`src/rtl/serial_adder_pkg.sv`:
```
// -----------------------------------------------------------------------------
// serial_adder_pkg
// Shared definitions for the bit-serial adder/subtractor: the controller state
// encoding and the default operand width.
// -----------------------------------------------------------------------------
package serial_adder_pkg;

    localparam int DEFAULT_WIDTH = 8;

    typedef enum logic [1:0] {
        IDLE = 2'd0,
        RUN  = 2'd1,
        DONE = 2'd2
    } state_t;

endpackage : serial_adder_pkg

```
`src/rtl/serial_adder_full_adder.sv`:
```
// -----------------------------------------------------------------------------
// fullAdder
// One-bit full adder cell shared across the codebase.
// Ports:
//   a, b  - addend bits
//   cin   - carry in
//   sum   - a ^ b ^ cin
//   cout  - carry out (majority of a, b, cin)
// -----------------------------------------------------------------------------
module fullAdder (
    input  logic a,
    input  logic b,
    input  logic cin,
    output logic sum,
    output logic cout
);

    assign sum  = a ^ b ^ cin;
    assign cout = (a & b) | (cin & (a ^ b));

endmodule : fullAdder

```
`src/rtl/serial_adder.sv`:
```
// -----------------------------------------------------------------------------
// serial_adder
// Bit-serial adder/subtractor. One operand bit per clock, LSB first, through a
// single full-adder cell with a registered carry. An operation takes WIDTH RUN
// cycles followed by one DONE cycle in which done pulses.
// Ports:
//   clk    - clock, rising edge
//   reset  - synchronous active-high reset
//   start  - request an operation (accepted only in IDLE)
//   a, b   - operands (captured on acceptance)
//   cin    - carry in, add mode only
//   sub    - 0: a + b + cin, 1: a - b
//   sum    - result, valid from DONE until the next accepted start
//   cout   - carry out (subtract: 1 = no borrow)
//   ovf    - signed overflow
//   busy   - high in RUN and DONE
//   done   - one-cycle result-valid pulse
// -----------------------------------------------------------------------------
module serial_adder
    import serial_adder_pkg::*;
#(
    parameter int WIDTH = DEFAULT_WIDTH
) (
    input  logic             clk,
    input  logic             reset,
    input  logic             start,
    input  logic [WIDTH-1:0] a,
    input  logic [WIDTH-1:0] b,
    input  logic             cin,
    input  logic             sub,
    output logic [WIDTH-1:0] sum,
    output logic             cout,
    output logic             ovf,
    output logic             busy,
    output logic             done
);

    localparam int                 CNT_W    = $clog2(WIDTH + 1);
    localparam logic [CNT_W-1:0]   LAST_BIT = CNT_W'(WIDTH - 1);

    state_t             state_r;
    logic [CNT_W-1:0]   cnt_r;
    logic [WIDTH-1:0]   a_sh_r;
    logic [WIDTH-1:0]   b_sh_r;
    logic               sub_r;
    logic               carry_r;
    logic [WIDTH-1:0]   sum_r;
    logic               cout_r;
    logic               ovf_r;
    logic               busy_r;
    logic               done_r;

    logic               fa_b_s;
    logic               fa_sum_s;
    logic               fa_cout_s;
    logic [WIDTH-1:0]   sum_next_s;

    // Subtraction adds the one's complement of B; the +1 comes from the initial carry.
    assign fa_b_s = b_sh_r[0] ^ sub_r;

    fullAdder u_fa (
        .a    (a_sh_r[0]),
        .b    (fa_b_s),
        .cin  (carry_r),
        .sum  (fa_sum_s),
        .cout (fa_cout_s)
    );

    // Result shift register: new bit enters at the MSB, older bits move toward the LSB.
    always_comb begin
        sum_next_s            = sum_r >> 1'b1;
        sum_next_s[WIDTH-1]   = fa_sum_s;
    end

    // Controller and datapath state; all outputs come straight from these registers.
    always_ff @(posedge clk) begin
        if (reset) begin
            state_r <= IDLE;
            cnt_r   <= '0;
            a_sh_r  <= '0;
            b_sh_r  <= '0;
            sub_r   <= 1'b0;
            carry_r <= 1'b0;
            sum_r   <= '0;
            cout_r  <= 1'b0;
            ovf_r   <= 1'b0;
            busy_r  <= 1'b0;
            done_r  <= 1'b0;
        end else begin
            case (state_r)
                IDLE: begin
                    done_r <= 1'b0;
                    if (start) begin
                        a_sh_r  <= a;
                        b_sh_r  <= b;
                        sub_r   <= sub;
                        carry_r <= sub ? 1'b1 : cin;
                        cnt_r   <= '0;
                        busy_r  <= 1'b1;
                        state_r <= RUN;
                    end else begin
                        busy_r  <= 1'b0;
                    end
                end
                RUN: begin
                    a_sh_r  <= a_sh_r >> 1'b1;
                    b_sh_r  <= b_sh_r >> 1'b1;
                    carry_r <= fa_cout_s;
                    sum_r   <= sum_next_s;
                    cnt_r   <= cnt_r + 1'b1;
                    if (cnt_r == LAST_BIT) begin
                        // carry_r still holds the carry into the MSB here.
                        cout_r  <= fa_cout_s;
                        ovf_r   <= carry_r ^ fa_cout_s;
                        done_r  <= 1'b1;
                        state_r <= DONE;
                    end else begin
                        done_r  <= 1'b0;
                    end
                end
                DONE: begin
                    done_r  <= 1'b0;
                    busy_r  <= 1'b0;
                    state_r <= IDLE;
                end
                default: begin
                    done_r  <= 1'b0;
                    busy_r  <= 1'b0;
                    state_r <= IDLE;
                end
            endcase
        end
    end

    assign sum  = sum_r;
    assign cout = cout_r;
    assign ovf  = ovf_r;
    assign busy = busy_r;
    assign done = done_r;

endmodule : serial_adder

```
`config.mk`:
```
export PLATFORM = sky130hd
export DESIGN_NAME = serial_adder
export DESIGN_NICKNAME = d
export VERILOG_FILES = /design/src/rtl/serial_adder_pkg.sv /design/src/rtl/serial_adder_full_adder.sv /design/src/rtl/serial_adder.sv
export SDC_FILE = /design/constraint.sdc
export NUM_CORES = 1
export LEC_CHECK = 0
export ABC_AREA = 0
export CAP_MARGIN = 20
export CORE_UTILIZATION = 45
export DETAILED_ROUTE_END_ITERATION = 16
export PLACE_DENSITY_LB_ADDON = 0.2
export RECOVER_POWER = 50
export SYNTH_ARGS = -nofsm -noshare
export SYNTH_HDL_FRONTEND = slang
export SYNTH_SLANG_ARGS = --single-unit
```
`constraint.sdc`:
```
create_clock -name clk -period 1.65 [get_ports clk]
set_input_delay 0.33 -clock clk [delete_from_list [all_inputs] [get_ports clk]]
set_output_delay 0.33 -clock clk [all_outputs]
set_load 0.05 [all_outputs]
```
* Word-level counts from Yosys, hierarchy flattened
Index checks and enable logic that the tools add are counted.
** Word-level totals
- Input port bits :: 21
- Flip-flop bits (word level) :: 36
** Operators by class
- Mux-type cells :: 15
- Bitwise operators :: 8
- Add/sub/neg operators :: 1
- Reduce and logical (&&, ||, !) cells :: 7
- Equality and inequality tests :: 4
** Operators by type and width (number)
- $pmux W8 S2 :: 2
- $mux W8 :: 2
- $pmux W4 S2 :: 1
- $reduce_and A2 Y1 :: 4
- $add A4 B1 Y4 const B :: 1
- $eq A4 B3 Y1 const B :: 1
- $mux W1 :: 4
- $mux W2 :: 2
- $mux W4 :: 1
- $ne A2 B2 Y1 const B :: 2
- $pmux W1 S2 :: 2
- $pmux W2 S2 :: 1
- $xor A1 B1 Y1 :: 4
- $and A1 B1 Y1 :: 2
- $eq A2 B1 Y1 const B :: 1
- $logic_not A2 Y1 :: 1
- $reduce_bool A2 Y1 :: 1
- $reduce_or A2 Y1 :: 1
- $not A1 Y1 :: 1
- $or A1 B1 Y1 :: 1

* Longest topological paths before layout
Gate-level depths: netlist of run 1.
- Depth after elaboration :: 5
- Gate-level depth with buffers :: 6
- Mapped depth without buffers :: 5

* Cells and area by module
Synthesis of run 1 repeated with hierarchy kept, for this count alone.
** Unflattened totals
- Cells, all modules :: 188
- Area total of the unflattened synthesis :: 1682.9 um^2
** Modules (own cells, without submodules)
- serial_adder :: cells an instance 187, times used 1, area each 1662.8 um^2
- fullAdder :: cells an instance 1, times used 1, area each 20.0 um^2

* Worst setup path before layout of run 1
Ideal clock, no wire load.
- Kind :: flip-flop to flip-flop
- Start point :: reg carry_r
- End point :: reg ovf_r, in the netlist ovf
- Stages on the path, launching flop included :: 6
- Library setup time :: 71 ps
- Clock period less this slack :: 1472 ps
- Slack :: 178 ps
- Arrival time :: 1402 ps
- Required time :: 1579 ps
- Cell sequence :: dfxtp_1 > inv_1 > fa_1 > xor2_1 > or3_1 > a21oi_1
** On the way
- Word-level cells in the longest chain between the ends :: 3
** RTL lines
- start, declared :: line serial_adder.sv:46 : logic carry_r;
- start signal, assigned :: line serial_adder.sv:97 : carry_r <= sub ? 1'b1 : cin;
- start signal, assigned :: line serial_adder.sv:108 : carry_r <= fa_cout_s;
- $and A1 B1 Y1 :: line serial_adder_full_adder.sv:19 : assign cout = (a & b) | (cin & (a ^ b));
- $or A1 B1 Y1 :: line serial_adder_full_adder.sv:19
- $xor A1 B1 Y1 (*) :: line serial_adder.sv:114 : ovf_r <= carry_r ^ fa_cout_s;
- end signal, assigned :: line serial_adder.sv:114
- end, declared :: line serial_adder.sv:49 : logic ovf_r;
Mark *: on every way between the ends. The rest lies on a longest branch, timed or not.
A chain may end at the register's enable or synchronous reset.

* Worst setup path in the final report of run 1
Ends and elaborated chain as after synthesis.

==> Flow_metrics.wiki, run 1 <==
{| class="wikitable"
! Metric !! Value
|-
| First-pass GRT wire length || 5710 microns
|-
| Max-Slew Margin vs Limit || 0.610
|-
| Mapped Avg Cell Area || 9.25 sq um
|-
| Critical Path Slowest Stage Cell || sky130_fd_sc_hd__fa_1
|-
| Clock tree root driver cell || sky130_fd_sc_hd__clkbuf_4
|-
| Pre-CTS setup slack || -0.0629 ns
|-
| Final Non-Filler Cells || 259
|-
| Clock transition time at the flip-flop clock pins of the worst setup and hold paths || 0.11 ns
|-
| Total congestion overflow after global routing || 0
|-
| Number of hold violations in the final report || 0
|-
| Number of endpoints failing setup at the final stage || 0
|-
| Worst clock skew || 0.00687 ns
|-
| Worst min-delay path class || reg2reg
|-
| Number of global-route vias before repair || 1271
|-
| Outcome || finished clean
|-
| Post-synthesis sequential area ratio || 0.440
|-
| GRT Total Usage || 0.192
|-
| Number of buffers on the longest clock path || 2
|-
| CP max FO || 3
|-
| Top cell type by total area after synthesis || sky130_fd_sc_hd__dfxtp_1
|-
| Setup bufs post-CTS || 0
|-
| Area of the die || 3880 sq um
|-
| Worst EP required || 1.93 ns
|-
| CP cell instances || inv_1 -> fa_1 -> xor2_1 -> or3_1 -> a21oi_1
|-
| Height of the die || 62.3 microns
|-
| Highest clock frequency the design can meet || 0.632 GHz
|-
| Detailed-routing iteration count for the pre-antenna-repair pass || 5
|-
| #FFs+latches synth || 36
|-
| Syn. warnings || 0
|-
| Static leakage power || 0.770 nW
|-
| Total length of routed wires || 3430 microns
|-
| Biggest area contributors in the synthesized netlist || sky130_fd_sc_hd__dfxtp_1 44%, sky130_fd_sc_hd__nand2_1 7.1%, sky130_fd_sc_hd__a21oi_1 5.5%
|-
| TritonCTS clock tree || yes
|-
| Tightest Pin Transition || 0.588 ns
|-
| ANT nets after route || 0
|-
| Most instantiated library cell after synthesis || sky130_fd_sc_hd__dfxtp_1
|-
| Number of levels in the clock H-tree || 2
|-
| Cell total after placement || 251
|-
| # resized after CTS || 0
|-
| Area of the core region || 3420 sq um
|-
| Post-synthesis cell count || 177
|-
| Slowest cell delay on critical path || 0.47 ns
|-
| TritonCTS Sinks || 36
|-
| Worst IR Drop VDD || 0.440 mV
|-
| Post-synthesis cell type count || 37
|-
| Crit path kind || reg2reg
|-
| Final weighted congestion in routability-driven placement || 0.725
|-
| Final worst setup slack || 0.0676 ns
|-
| Antenna cells || 0
|-
| Per-cell via count in the routed design || 5.22
|-
| P per Cell Area || 883 nW/um^2
|-
| Final net count || 235
|-
| Skew-Pair Late Insertion Delay || 0.35 ns
|-
| Final routed wire length divided by cell count || 13.2 microns
|-
| Sort of element at the start of the critical path || flop
|-
| Initial cell density of the core || 0.479
|-
| Synth top area share || 0.440
|-
| Antenna violations before repair || 0
|-
| DRC violation count after routing || 0
|-
| DRT iter0 DRCs || 63
|-
| Num rows || 21
|-
| Top-Level Pins || 33
|-
| Number of violations of the max-capacitance limit || 0
|-
| Tmin final || 1.58 ns
|-
| Final worst path period share || 0.959
|-
| Worst EP arrival || 1.86 ns
|-
| Synthesized cell area || 1640 sq um
|-
| Critical path endpoint category || flop
|-
| Unrepaired setup endpoints after global routing || false
|-
| Detailed-placement wirelength estimate || 2420 microns
|-
| Final Max Slew Viols || 0
|-
| Most numerous cell types in the synthesized netlist || 36 x sky130_fd_sc_hd__dfxtp_1, 31 x sky130_fd_sc_hd__nand2_1, 20 x sky130_fd_sc_hd__nor2_1
|-
| Main flop type after synthesis || sky130_fd_sc_hd__dfxtp_1
|-
| Maximum number of pins on one net before global-route repair || 28
|-
| Routed via count || 1351
|-
| Layout cells sized above 1 || 0.221
|-
| Flop2flop setup slack || 0.07 ns
|-
| Area added between synthesis and finish || 21.0%
|-
| Post-route setup TNS || 0 ns
|-
| Die extent in x || 62.3 microns
|-
| Fraction of synthesis flops using an asynchronous set or reset pin || 0
|-
| Net Count, Synth || 200
|-
| Cts hold-fix bufs || 0
|-
| Number of enable flip-flop cells after synthesis || 0
|-
| Number of buffers added on ports || 32
|-
| Cts bufs inserted || 5
|}
-- stage by stage --
stage                     utilization  instance area [sq um]  hold WS (ns)  power [W]
after global routing            0.580                   1980         0.499    0.00185
after global placement          0.576                   1970         0.447    0.00126
after floorplan                     -                   1640         0.446    0.00118
after CTS                       0.594                   2030         0.473    0.00177
final                           0.580                   1980         0.467    0.00175
after detailed placement        0.576                   1970         0.460    0.00127
-- cell type report --
cell class,instances,area (sq um)
clock buffers,6,51.3
fillers,333,1440
well taps,46,57.6
multi-input cells,125,776
inverters,2,7.51
clock inverters,2,10.0
repair buffers,42,357
flip-flops and latches,36,722
-- cell usage in the layout (no fill, tap or decap), types with 2 or more instances in the layout --
master	count
sky130_fd_sc_hd__a211oi_1	7
sky130_fd_sc_hd__a22oi_1	2
sky130_fd_sc_hd__a21oi_1	18
sky130_fd_sc_hd__a211oi_2	7
sky130_fd_sc_hd__clkbuf_4	5
sky130_fd_sc_hd__clkbuf_1	3
sky130_fd_sc_hd__dlygate4sd3_1	2
sky130_fd_sc_hd__clkdlybuf4s50_1	18
sky130_fd_sc_hd__mux2i_1	3
sky130_fd_sc_hd__buf_12	2
sky130_fd_sc_hd__dfxtp_1	35
sky130_fd_sc_hd__nand2b_1	2
sky130_fd_sc_hd__a21oi_2	7
sky130_fd_sc_hd__or3_1	3
sky130_fd_sc_hd__inv_1	2
sky130_fd_sc_hd__nor3_1	3
sky130_fd_sc_hd__nor2_1	20
sky130_fd_sc_hd__clkbuf_2	9
sky130_fd_sc_hd__o21ai_0	3
sky130_fd_sc_hd__clkinv_2	2
sky130_fd_sc_hd__nand3_1	2
sky130_fd_sc_hd__nand2_1	31
sky130_fd_sc_hd__buf_4	8
-- path summary, 6_finish.rpt --
kind / start / endpoint / cells past startpoint
hold / removal: sum[5] / sum[4] / 2
hold reg to reg: sum[5] / sum[4] / 2
setup / recovery: carry_r / ovf / 5
setup reg to reg: carry_r / ovf / 5
-- sequential cells by signal, indices dropped and copies added, names as in the netlist --
| signal | count |
|---|---|
| a_sh_r | 8 |
| state_r | 2 |
| ovf | 1 |
| carry_r | 1 |
| cout | 1 |
| b_sh_r | 8 |
| done | 1 |
| sum | 8 |
| cnt_r | 4 |
| busy | 1 |
| sub_r | 1 |
-- worst max-delay path: cells and delay by family, from the launching register on --
kind                     cells  cell delay (ns)
adder cells (fa/ha/maj)      1             0.47
flip-flops                   1             0.36
AND/OR/NAND/NOR              1             0.30
XOR/XNOR                     1             0.15
AO/OA/AOI/OAI                1             0.14
buffers and inverters        1             0.09
-- layer usage --
layer / routed length [microns] / up-vias / global-route usage
met1: 1350 / 627 / 0.199
met5: 0 / - / 0
li1: - / 678 / -
met3: 163 / 8 / 0.0607
met4: 80 / 0 / 0.0814
met2: 1840 / 38 / 0.353
-- power breakdown --
part	total, W	internal (W)	switching [W]
clock network	0.000501	0.000203	0.000299
logic	0.000304	0.000141	0.000163
registers	0.000944	0.000915	0.0000288
-- kinds of logic (layout without fill, tap and decap cells) --
group | count (synthesis) | in the layout | synth area share
AOI/OAI and AO/OA | 51 | 51 | 0.244
xor gates and xnor gates | 2 | 2 | 0.0107
adders and majority gates | 2 | 2 | 0.0199
buffers and inverters | 16 | 52 | 0.0764
DFF | 36 | 36 | 0.440
muxes | 4 | 4 | 0.0252
and+or+nand+nor | 66 | 66 | 0.183
No activity file was read; power rests on OpenSTA's default activity.
==> inputs of run 2 (changes only) <==
Settings changed: GPL_TIMING_DRIVEN set to 0.
==> run 2 against run 1 <==
  * Critical path depth is 1 higher
  * Global-route usage rose by 0.41 points
  * Combinational power up 2%
  * Wire length down 3.3%
  * Flip-flop and latch count unchanged
  * Total power grew 1.2%
  * Clock-buffer cell count grew 1
  * Clock skew hardly changed
  * Utilization grew 1.6 points
  * Hold slack worse by 0.19 ns
  * Setup slack improved by 0.0066 ns
  * Clock power rose by 4%
==> Flow_metrics.wiki, run 2 (synthesis results as in run 1) <==
{| class="wikitable"
! Metric !! Value
|-
| Outcome || finished clean
|-
| Tmin final || 1.58 ns
|-
| Unrepaired setup endpoints after global routing || false
|-
| Worst hold slack || 0.277 ns
|-
| Flop2flop setup slack || 0.15 ns
|-
| Number of violations of the max-capacitance limit || 0
|-
| Final Max Slew Viols || 0
|-
| Number of fill cells in the layout || 328
|-
| CP startpoint || start
|-
| Number of hold violations in the final report || 0
|-
| TritonCTS Sinks || 36
|-
| Total congestion overflow after global routing || 0
|-
| Worst clock skew || 0.00707 ns
|-
| Final worst path period share || 0.955
|-
| Fin area || 2040 sq um
|-
| Worst EP required || 1.90 ns
|-
| Final weighted congestion in routability-driven placement || 0.768
|-
| DRC violation count after routing || 0
|-
| Maximum number of pins on one net before global-route repair || 11
|-
| Sort of element at the start of the critical path || input pin
|-
| Commonest cells after routing, fill and taps aside || 36 x sky130_fd_sc_hd__dfxtp_1, 31 x sky130_fd_sc_hd__nand2_1, 20 x sky130_fd_sc_hd__nor2_1
|-
| Num rows || 21
|-
| Highest clock frequency the design can meet || 0.635 GHz
|-
| Met1 Resource Use GR || 0.220
|-
| Skew-Pair Late Insertion Delay || 0.34 ns
|-
| Most common cell after layout, fill and taps aside || sky130_fd_sc_hd__dfxtp_1
|-
| Fraction of met2 tracks used by global routing || 0.324
|-
| Static leakage power || 0.811 nW
|-
| Crit path kind || in2reg
|-
| Detailed-routing iteration count for the pre-antenna-repair pass || 4
|-
| Setup bufs post-CTS || 0
|-
| Max-Slew Margin vs Limit || 0.604
|-
| First-pass GRT wire length || 5880 microns
|-
| Final net count || 238
|-
| Number of endpoints failing setup at the final stage || 0
|-
| Height of the die || 62.3 microns
|-
| Cts bufs inserted || 5
|-
| TritonCTS clock tree || yes
|-
| Area added between synthesis and finish || 24.4%
|-
| Slowest cell delay on critical path || 0.71 ns
|-
| Clock transition time at the flip-flop clock pins of the worst setup and hold paths || 0.10 ns
|-
| Antenna cells || 0
|-
| Die extent in x || 62.3 microns
|-
| Clock tree root driver cell || sky130_fd_sc_hd__clkbuf_4
|-
| GRT Total Usage || 0.196
|-
| Met3 layer usage reported by global route || 0.0625
|-
| Area of the core region || 3420 sq um
|-
| Initial cell density of the core || 0.479
|-
| Routed via count || 1340
|-
| Number of levels in the clock H-tree || 2
|-
| P per Cell Area || 869 nW/um^2
|-
| CP max FO || 10
|-
| Antenna violations before repair || 0
|-
| Worst IR Drop VDD || 0.614 mV
|-
| Area of the die || 3880 sq um
|-
| Depth of the worst register-to-register path || 5
|-
| Critical R2R Launch || carry_r
|-
| CP cell instances || dlygate4sd3_1 -> o21ba_2 -> clkbuf_2 -> buf_6 -> nor2_1 -> a211oi_1
|-
| Top-Level Pins || 33
|-
| Final Total Pwr || 0.00177 W
|-
| Detailed-placement wirelength estimate || 2410 microns
|-
| Number of buffers added on ports || 31
|-
| Total length of routed wires || 3320 microns
|-
| Per-cell via count in the routed design || 5.13
|-
| ANT nets after route || 0
|-
| Number of buffers on the longest clock path || 2
|-
| Layout cells sized above 1 || 0.167
|-
| Most used routing layer in global routing || met2
|-
| Capture point of the worst reg-to-reg path || ovf
|-
| Worst min-delay path class || in2reg
|-
| Worst EP arrival || 1.83 ns
|-
| Worst setup path end || b_sh_r[3]
|-
| Post-place instance area || 2000 sq um
|-
| DRT iter0 DRCs || 35
|-
| Tightest Pin Transition || 0.594 ns
|-
| Critical path endpoint category || flop
|-
| Critical Path Slowest Stage Cell || sky130_fd_sc_hd__dlygate4sd3_1
|-
| Number of global-route vias before repair || 1332
|-
| Final routed wire length divided by cell count || 12.7 microns
|}
[run 2: cell count changes in the layout (fill, tap and decap cells not counted), sizes merged]
cell,delta
clkdlybuf4s15,+1
dlygate4sd2,+11
dlygate4sd3,-1
clkbuf,-6
buf,-1
clkinv,-2
[run 2: critical path, delay by kind of cell]
family          cells  cell delay (ns)
buf+inv             3             1.07
simple gates        1             0.05
compound gates      2             0.38
[run 2: power by group]
| group | total, W | switching, W | internal, W |
|---|---|---|---|
| logic | 0.000309 | 0.000165 | 0.000144 |
| clock network | 0.000519 | 0.000277 | 0.000242 |
| registers | 0.000941 | 0.0000268 | 0.000915 |
[run 2: routing by layer]
layer | vias to the layer above | part of all wire
li1 | 685 | -
met1 | 627 | 0.44
met2 | 23 | 0.51
met3 | 5 | 0.035
met4 | 0 | 0.015
met5 | - | 0
[run 2: worst min path at each step]
| stage | startpoint | endpoint | cells after the start |
|---|---|---|---|
| 2_1_floorplan | a_sh_r[7] | a_sh_r[7] | 2 |
| 3_3_place_gp | sum[0] | sum[0] | 2 |
| 3_5_place_dp | sum[0] | sum[0] | 2 |
| 4_1_cts | reset | a_sh_r[5] | 2 |
| 5_1_grt | reset | a_sh_r[5] | 2 |
| 6_report | reset | a_sh_r[5] | 2 |
[run 2: cell type report]
type / instances / area, sq um / area share
Sequential cell: 36 / 721 / 0.354
Tap cell: 46 / 57.6 / 0.0283
Inverter: 2 / 7.51 / 0.00369
Clock buffer: 7 / 65.1 / 0.0320
Timing Repair Buffer: 31 / 297 / 0.146
Buffer: 14 / 110 / 0.0541
Multi-Input combinational cell: 125 / 778 / 0.382
[run 2: timing repair]
item / 4_1_cts / 5_1_grt
cloned: 0 / 0
setup endpoints to repair: 12 / 2
hold buffers: 0 / 0
resized for setup: 12 / 2
[run 2: metrics by stage]
stage / setup slack, ns / util / setup TNS [ns] / cells
after global placement: -0.0975 / 0.587 / -0.813 / 254
after floorplan: 0.178 / - / 0 / 177
after detailed placement: -0.138 / 0.587 / -1.35 / 254
after global routing: 0.00942 / 0.596 / 0 / 261
final: 0.0742 / 0.596 / 0 / 261
after CTS: 0.0518 / 0.601 / 0 / 261
